### config.mk
export PLATFORM = sky130hd
export DESIGN_NAME = stopwatch_lap_core
export DESIGN_NICKNAME = d
export VERILOG_FILES = /design/src/rtl/stopwatch_lap_core.sv
export SDC_FILE = /design/constraint.sdc
export NUM_CORES = 1
export LEC_CHECK = 0
export BUFFER_PORTS_ARGS = -buffer_cell sky130_fd_sc_hd__buf_2
export CORE_ASPECT_RATIO = 0.75
export CORE_UTILIZATION = 62
export DETAILED_ROUTE_END_ITERATION = 7
export GPL_TIMING_DRIVEN = 1
export PLACE_DENSITY = 0.79
export SYNTH_ARGS = -nofsm -noshare
export SYNTH_HDL_FRONTEND = slang
export SYNTH_SLANG_ARGS = --single-unit
### constraint.sdc
create_clock -name clk_100Hz -period 25.8 [get_ports clk_100Hz]
set_input_delay 1.29 -clock clk_100Hz [delete_from_list [all_inputs] [get_ports clk_100Hz]]
set_output_delay 1.29 -clock clk_100Hz [all_outputs]
set_load 0.05 [all_outputs]
### src/rtl/stopwatch_lap_core.sv
// Stopwatch/countdown core with lap memory, alarm blinker and paused-display blinker.
// Define LAP_OVERWRITE_EN to make the lap memory a circular buffer that overwrites the oldest lap.
module stopwatch_lap_core #(
  parameter  int HOUR_MAX   = 24,
  parameter  int LAP_DEPTH  = 8,
  parameter  int ALARM_HALF = 50,
  parameter  int DISP_HALF  = 25,
  localparam int LAP_AW     = $clog2(LAP_DEPTH)
) (
  input  logic              clk_100Hz,
  input  logic              rst,
  input  logic              start,
  input  logic              stop,
  input  logic              lap,
  input  logic              clr,
  input  logic              min_inc,
  input  logic              hour_inc,
  input  logic              countdown_mode,
  input  logic              recall_en,
  input  logic [LAP_AW-1:0] recall_sel,
  output logic [7:0]        hours,
  output logic [7:0]        minutes,
  output logic [7:0]        seconds,
  output logic [7:0]        centisec,
  output logic [LAP_AW:0]   lap_count,
  output logic              lap_full,
  output logic              running,
  output logic              stopped,
  output logic              alarm,
  output logic              blink_phase
);

  localparam logic [1:0] S_IDLE  = 2'd0;
  localparam logic [1:0] S_RUN   = 2'd1;
  localparam logic [1:0] S_PAUSE = 2'd2;
  localparam logic [1:0] S_DONE  = 2'd3;

  localparam int ADW = $clog2(ALARM_HALF + 1);
  localparam int DDW = $clog2(DISP_HALF + 1);
  localparam logic [7:0]      HOUR_LAST = 8'(HOUR_MAX - 1);
  localparam logic [LAP_AW:0] LAP_MAXC  = (LAP_AW + 1)'(LAP_DEPTH);

  logic [5:0] btn, btn_d, pls;
  logic start_p, stop_p, lap_p, clr_p, min_p, hour_p;

  logic [1:0] state_q, state_n;
  logic [7:0] h_q, m_q, s_q, c_q;
  logic [7:0] h_n, m_n, s_n, c_n;
  logic       time_zero, lap_we;

  logic [31:0]       lap_mem [LAP_DEPTH];
  logic [LAP_AW-1:0] wr_ptr, rd_idx;
  logic [31:0]       rec_val;

  logic [ADW-1:0] alarm_div;
  logic [DDW-1:0] blink_div;

  assign btn = {start, stop, lap, clr, min_inc, hour_inc};
  assign pls = btn & ~btn_d;
  assign {start_p, stop_p, lap_p, clr_p, min_p, hour_p} = pls;

  assign running  = (state_q == S_RUN);
  assign stopped  = (state_q == S_PAUSE);
  assign lap_full = (lap_count == LAP_MAXC);

  always_comb begin
    state_n   = state_q;
    h_n       = h_q;
    m_n       = m_q;
    s_n       = s_q;
    c_n       = c_q;
    lap_we    = 1'b0;
    time_zero = ({h_q, m_q, s_q, c_q} == '0);
    if (clr_p) begin
      state_n = S_IDLE;
      h_n = '0;
      m_n = '0;
      s_n = '0;
      c_n = '0;
    end else begin
      case (state_q)
        S_IDLE: begin
          if (start_p && !stop_p && !(countdown_mode && time_zero)) state_n = S_RUN;
        end
        S_RUN: begin
          lap_we = lap_p;
          if (!countdown_mode) begin
            if (c_q != 8'd99) c_n = c_q + 8'd1;
            else begin
              c_n = '0;
              if (s_q != 8'd59) s_n = s_q + 8'd1;
              else begin
                s_n = '0;
                if (m_q != 8'd59) m_n = m_q + 8'd1;
                else begin
                  m_n = '0;
                  h_n = (h_q == HOUR_LAST) ? '0 : h_q + 8'd1;
                end
              end
            end
          end else if (!time_zero) begin
            if (c_q != 8'd0) c_n = c_q - 8'd1;
            else begin
              c_n = 8'd99;
              if (s_q != 8'd0) s_n = s_q - 8'd1;
              else begin
                s_n = 8'd59;
                if (m_q != 8'd0) m_n = m_q - 8'd1;
                else begin
                  m_n = 8'd59;
                  h_n = h_q - 8'd1;
                end
              end
            end
          end
          // Reaching zero wins over a simultaneous stop.
          if (countdown_mode && ({h_n, m_n, s_n, c_n} == '0)) state_n = S_DONE;
          else if (stop_p) state_n = S_PAUSE;
        end
        S_PAUSE: begin
          lap_we = lap_p;
          if (start_p && !stop_p) state_n = S_RUN;
        end
        default: ;
      endcase
      if (state_q == S_IDLE || state_q == S_PAUSE) begin
        if (min_p)  m_n = (m_q == 8'd59) ? '0 : m_q + 8'd1;
        if (hour_p) h_n = (h_q == HOUR_LAST) ? '0 : h_q + 8'd1;
      end
`ifndef LAP_OVERWRITE_EN
      if (lap_full) lap_we = 1'b0;
`endif
    end
  end

  always_comb begin
`ifdef LAP_OVERWRITE_EN
    rd_idx = lap_full ? (wr_ptr + recall_sel) : recall_sel;
`else
    rd_idx = recall_sel;
`endif
    rec_val = ({1'b0, recall_sel} < lap_count) ? lap_mem[rd_idx] : '0;
  end

  always_ff @(posedge clk_100Hz or posedge rst) begin
    if (rst) begin
      btn_d     <= '0;
      state_q   <= S_IDLE;
      h_q       <= '0;
      m_q       <= '0;
      s_q       <= '0;
      c_q       <= '0;
      hours     <= '0;
      minutes   <= '0;
      seconds   <= '0;
      centisec  <= '0;
      wr_ptr    <= '0;
      lap_count <= '0;
      for (int unsigned i = 0; i < LAP_DEPTH; i++) lap_mem[i] <= '0;
    end else begin
      btn_d   <= btn;
      state_q <= state_n;
      {h_q, m_q, s_q, c_q} <= {h_n, m_n, s_n, c_n};
      {hours, minutes, seconds, centisec} <= recall_en ? rec_val : {h_n, m_n, s_n, c_n};
      if (clr_p) begin
        wr_ptr    <= '0;
        lap_count <= '0;
        for (int unsigned i = 0; i < LAP_DEPTH; i++) lap_mem[i] <= '0;
      end else if (lap_we) begin
        lap_mem[wr_ptr] <= {h_q, m_q, s_q, c_q};
        wr_ptr          <= wr_ptr + 1'b1;
        if (!lap_full) lap_count <= lap_count + 1'b1;
      end
    end
  end

  // Dividers only run while the state holds; entry and exit edges restart them.
  always_ff @(posedge clk_100Hz or posedge rst) begin
    if (rst) begin
      alarm_div   <= '0;
      alarm       <= 1'b0;
      blink_div   <= '0;
      blink_phase <= 1'b1;
    end else begin
      if (state_q == S_DONE && state_n == S_DONE) begin
        if (alarm_div == ADW'(ALARM_HALF - 1)) begin
          alarm_div <= '0;
          alarm     <= ~alarm;
        end else begin
          alarm_div <= alarm_div + 1'b1;
        end
      end else begin
        alarm_div <= '0;
        alarm     <= 1'b0;
      end
      if (state_q == S_PAUSE && state_n == S_PAUSE) begin
        if (blink_div == DDW'(DISP_HALF - 1)) begin
          blink_div   <= '0;
          blink_phase <= ~blink_phase;
        end else begin
          blink_div <= blink_div + 1'b1;
        end
      end else begin
        blink_div   <= '0;
        blink_phase <= 1'b1;
      end
    end
  end

endmodule
=== After elaboration in Yosys (flattened, before gate mapping) ===
Cells that the tools add are included.

* Add/sub/neg operators: 12
* Magnitude comparators: 4
* Eq/ne operators: 16
* Mux-type cells: 80
* Bitwise logic cells: 6
* Reductions and logical operators: 19

{| class="wikitable"
|+ Operator list
! kind !! count
|-
| $mux 256 || 2
|-
| $mux 8 || 48
|-
| $bwmux 256 || 1
|-
| $mux 32 || 5
|-
| $bmux 32 s3 || 1
|-
| $demux 32 s3 || 1
|-
| $logic_not 32->1 || 2
|-
| $add 8x1->8 const B || 4
|-
| $sub 8x1->8 const B || 4
|-
| $reduce_bool 8->1 || 3
|-
| $ne 8x6->1 const B || 2
|-
| $mux 4 || 3
|-
| $mux 6 || 2
|-
| $mux 2 || 5
|-
| $mux 5 || 2
|-
| $eq 2x2->1 const B || 4
|-
| $eq 8x5->1 const B || 1
|-
| $eq 8x6->1 const B || 1
|-
| $ge 4x4->1 const B || 2
|-
| $ne 8x7->1 const B || 1
|-
| $not 3->4 || 2
|-
| $logic_and 1x1->1 || 7
|-
| $mux 1 || 7
|-
| $add 6x1->6 const B || 1
|-
| other kinds (21) || 26
|}

* Register bits after elaboration: 348
* Bits of input ports: 13
* Output and inout bits: 41
* Word-level logic and storage cells: 161

=== Depth between registers and ports, before layout ===
* Depth after elaboration: 16
* Mapped depth: 14
* Mapped depth without buffers: 11

=== Least setup slack after synthesis ===
Ideal clock, no wire load.

* Path type: in2reg
* Start: input port countdown_mode
* End: register blink_phase
* Library setup time: 0.094 ns
* Arrival: 3.896 ns
* Required time: 25.706 ns
* Slack: 21.810 ns
* Stages: 10
* Buffers on the path: 4
* Cell sequence: clkbuf_1 -> clkbuf_1 -> buf_2 -> clkbuf_1 -> o311ai_0 -> a2111oi_0 -> o2111a_1 -> nand3_1 -> o21a_1 -> or4_1

* Word-level cells in the longest chain between the ends: 11
* Elaborated cells on any way between the ends: 25
* Classes of those cells: eq/ne (2); mux (17); reduce/logical (6)

{| class="wikitable"
|+ RTL lines
! item !! RTL line !! text
|-
| from (decl) || 18 || <nowiki>input logic countdown_mode,</nowiki>
|-
| $mux 8 || 87 || <nowiki>if (!countdown_mode) begin</nowiki>
|-
| $mux 8 || 81 || <nowiki>case (state_q)</nowiki>
|-
| $mux 8 || 74 || <nowiki>if (clr_p) begin</nowiki>
|-
| $logic_not 32->1 || 117 || <nowiki>if (countdown_mode && ({h_n, m_n, s_n, c_n} == '0)) state_n = S_DONE;</nowiki>
|-
| $logic_and 1x1->1 || 117 ||
|-
| $mux 2 || 117 ||
|-
| $pmux 2 s3 * || 81 ||
|-
| $mux 2 * || 74 ||
|-
| $eq 2x2->1 * || 196 || <nowiki>if (state_q == S_PAUSE && state_n == S_PAUSE) begin</nowiki>
|-
| $logic_and 1x1->1 * || 196 ||
|-
| $ne 2x1->1 (no source line) or $mux 1 (tied branches) || - ||
|-
| to (signal assigned) || 199 || <nowiki>blink_phase <= ~blink_phase;</nowiki>
|-
| to (decl) || 30 || <nowiki>output logic blink_phase</nowiki>
|}

Mark *: on every way between the ends. The rest lies on a longest branch, timed or not. The select of a mux whose other input is x is not followed.
A chain may end at the register's enable or synchronous reset.

=== Worst setup path after layout ===
* Start: register c_q[0]
* End: register blink_phase

* Word-level cells in the longest chain between the ends: 14
* Elaborated cells on any way between the ends: 42
* Classes of those cells: add/sub (2); eq/ne (3); mux (29); reduce/logical (8)

{| class="wikitable"
|+ RTL lines
! item !! RTL line !! text
|-
| from (decl) || 47 || <nowiki>logic [7:0] h_q, m_q, s_q, c_q;</nowiki>
|-
| from (signal assigned) || 163 || <nowiki>{h_q, m_q, s_q, c_q} <= {h_n, m_n, s_n, c_n};</nowiki>
|-
| $sub 8x1->8 or $reduce_bool 8->1 (tied branches) || 102 || <nowiki>if (c_q != 8'd0) c_n = c_q - 8'd1;</nowiki>
|-
| $mux 8 || 102 ||
|-
| $mux 8 || 101 || <nowiki>end else if (!time_zero) begin</nowiki>
|-
| $mux 8 || 87 ||
|-
| $mux 8 || 81 ||
|-
| $mux 8 || 74 ||
|-
| $logic_not 32->1 || 117 ||
|-
| $logic_and 1x1->1 || 117 ||
|-
| $mux 2 || 117 ||
|-
| $pmux 2 s3 * || 81 ||
|-
| $mux 2 * || 74 ||
|-
| $eq 2x2->1 * || 196 ||
|-
| $logic_and 1x1->1 * || 196 ||
|-
| $ne 2x1->1 (no source line) or $mux 1 (tied branches) || - ||
|}

Marks and branches as above.

==> flow_summary.json <==
{
  "status": "complete, no violations",
  "hold_class": "reg -> reg",
  "setup-tns-final_ns": 0,
  "regMostFlops": "lap_mem",
  "clockBufferDepth": 3,
  "worstPathArrival_ns": 5.33,
  "antenna_found_initial": 1,
  "timing.fmax_mhz": 205,
  "max_slew_margin_pct": 20.0,
  "place_ws_ns": 20.73,
  "cts_hold_buf": 0,
  "io_pins": 54,
  "clkLatencyLatePin_ns": 0.54,
  "cap_viol_max_count": 0,
  "via_per_inst": 6.55,
  "worst_ep_required_time_ns": 26.24,
  "r2r_start": "c_q[0]",
  "fin_skew_ns": 0.0151,
  "critPathCaptureType": "register",
  "r2r_end": "blink_phase",
  "ys_async_sr_fraction_pct": 100,
  "leakage_nw": 8.28,
  "syn-num-nets": 2049,
  "drt_iter0_markers": 1958,
  "ys_warn_count": 0,
  "drc": 0,
  "crit_path_start_kind": "register",
  "finalCritPeriodShare_pct": 18.9,
  "initial_core_util_pct": 63.2,
  "holdWs_ns": 0.503,
  "numClockSinks": 348,
  "dieArea_um2": 30400,
  "nNetsFinal": 1980,
  "grt_max_degree": 230,
  "layout-drive-gt1-share_pct": 12.3,
  "wire_per_inst_um": 23.4,
  "hpwl_um": 32100,
  "die_h_um": 151,
  "clk_pin_slew_worst_paths_ns": 0.07,
  "ys_types": 75,
  "grt_overflow": 0,
  "vdd_drop_max_v": 0.0000455,
  "grt_pass1_vias": 14789,
  "reg2reg_slack_ns": 20.91,
  "final_cell_mix": "nand2_1, dfrtp_1, a21oi_1",
  "n_antenna_cell": 0,
  "synth-edff-count": 0,
  "yosysTopAreaCellShare_pct": 47.2,
  "rows": 54,
  "drt-total-wl_um": 55300,
  "setup_violations": 0,
  "cp_max_fo": 17,
  "ys.flop_type": "dfrtp_1",
  "largest_register_ffs": 256,
  "hold_viol_final": 0,
  "crit_type": "reg -> reg",
  "power_mw": 1.54,
  "grt_pass1_wl_um": 85500,
  "cts_root_buf": "clkbuf_16",
  "cts_tree": "done",
  "min_path_cells": 1,
  "hold_end": "alarm_div[0]",
  "syn_area_um2": 18400,
  "finalWorstSetupSlack_ns": 20.91,
  "postCtsSetupBuffers": 0,
  "yosysSeqAreaShare_pct": 47.4,
  "io_buffer_count": 53,
  "ctsResizeCount": 0,
  "min-delay-start": "alarm_div[0]",
  "powerDensity_nw_per_um2": 77.3,
  "drt_pass1_iterations": 8,
  "syn_inst": 2012,
  "vias": 15463,
  "ys_ff_latch": 348,
  "die-width_um": 201,
  "rsz0062_at_grt": "no",
  "area_growth_pct": 8.26,
  "slew_violations": 0,
  "yosys.area.top_type": "dfrtp_1",
  "numCtsBuffers": 35,
  "final.min_clock_period_ns": 4.89,
  "syn_area_per_cell_um2": 9.14,
  "ant_nets": 0,
  "place_congestion": 0.983,
  "final_common_cell": "nand2_1",
  "reg2regPathDepth": 11,
  "fp.coreArea_um2": 29100,
  "tightestPinTransition_ns": 1.20,
  "h-tree-depth": 2,
  "ys_top_cells_by_area": "dfrtp_1, nand2_1, a21oi_1",
  "grtUsageTotal_pct": 37.1
}
synthesized netlist by cell type (15+ instances only):
master	number
clkbuf_1	163
mux2i_1	45
nand4_1	15
a21oi_1	296
ha_1	24
nand2_1	567
nand3_1	32
nor3_1	27
nor4_1	21
o21ai_0	30
o2bb2ai_1	19
o32ai_1	15
dfrtp_1	347
nor2_1	78
inv_1	28
mux4_2	64
metal layers:
metal  up-vias  routed length (µm)  global-route usage (%)
li1       6871                   -                       -
met1      7615               22900                    52.8
met2       833               24400                    55.3
met3       142                6450                    9.77
met4         2                1570                    12.7
met5         -                  12                       0
through the flow:
stage	cells	instance area (µm²)	utilization, %
after floorplan	2012	18400	-
after global placement	2298	18700	64.3
after detailed placement	2298	18700	64.3
after CTS	2359	19900	68.4
after global routing	2359	19900	68.4
final	2359	19900	68.4
power breakdown:
part	leakage (nW)	internal [mW]	total [mW]	switching, mW
logic	2.89	0.113	0.348	0.235
clock network	0.583	0.313	0.532	0.219
registers	4.81	0.573	0.658	0.0854
cell type report:
cell class	instances	area, µm²
fillers	2222	9210
flip-flops and latches	348	8710
multi-input cells	1444	8870
clock inverters	9	141
inverters	30	120
repair buffers	84	526
clock buffers	52	1050
well taps	392	490
how the worst max path moves through the flow:
stage                   start          end  slack [ns]  cells after the start
2_1_floorplan             rst        alarm       14.86                      1
6_report               c_q[0]  blink_phase       20.91                     11
5_1_grt                c_q[0]  blink_phase       20.61                     11
4_1_cts                c_q[0]  blink_phase       21.06                     11
3_3_place_gp   countdown_mode  blink_phase       20.72                     11
3_5_place_dp   countdown_mode  blink_phase       20.73                     11
cells by family after synthesis:
group / after synthesis / synth area share [%]
and+or+nand+nor: 827 / 19.9
AOI/OAI and AO/OA: 452 / 14.6
DFF: 348 / 47.4
buffers and inverters: 220 / 4.65
muxes: 116 / 10.7
xor gates and xnor gates: 25 / 1.19
adders and majority gates: 24 / 1.63
critical path: stages, from the launching register on:
cell,delay (ns)
dfrtp_1,0.62
inv_1,0.26
ha_1,0.19
nor3b_1,0.58
nand4_2,0.57
o41ai_1,0.47
o311ai_0,0.23
a2111oi_0,0.68
o2111a_1,0.34
nand3_1,0.09
o21a_1,0.25
or4_1,0.49
Note: power is estimated with default switching activity, not from simulation.
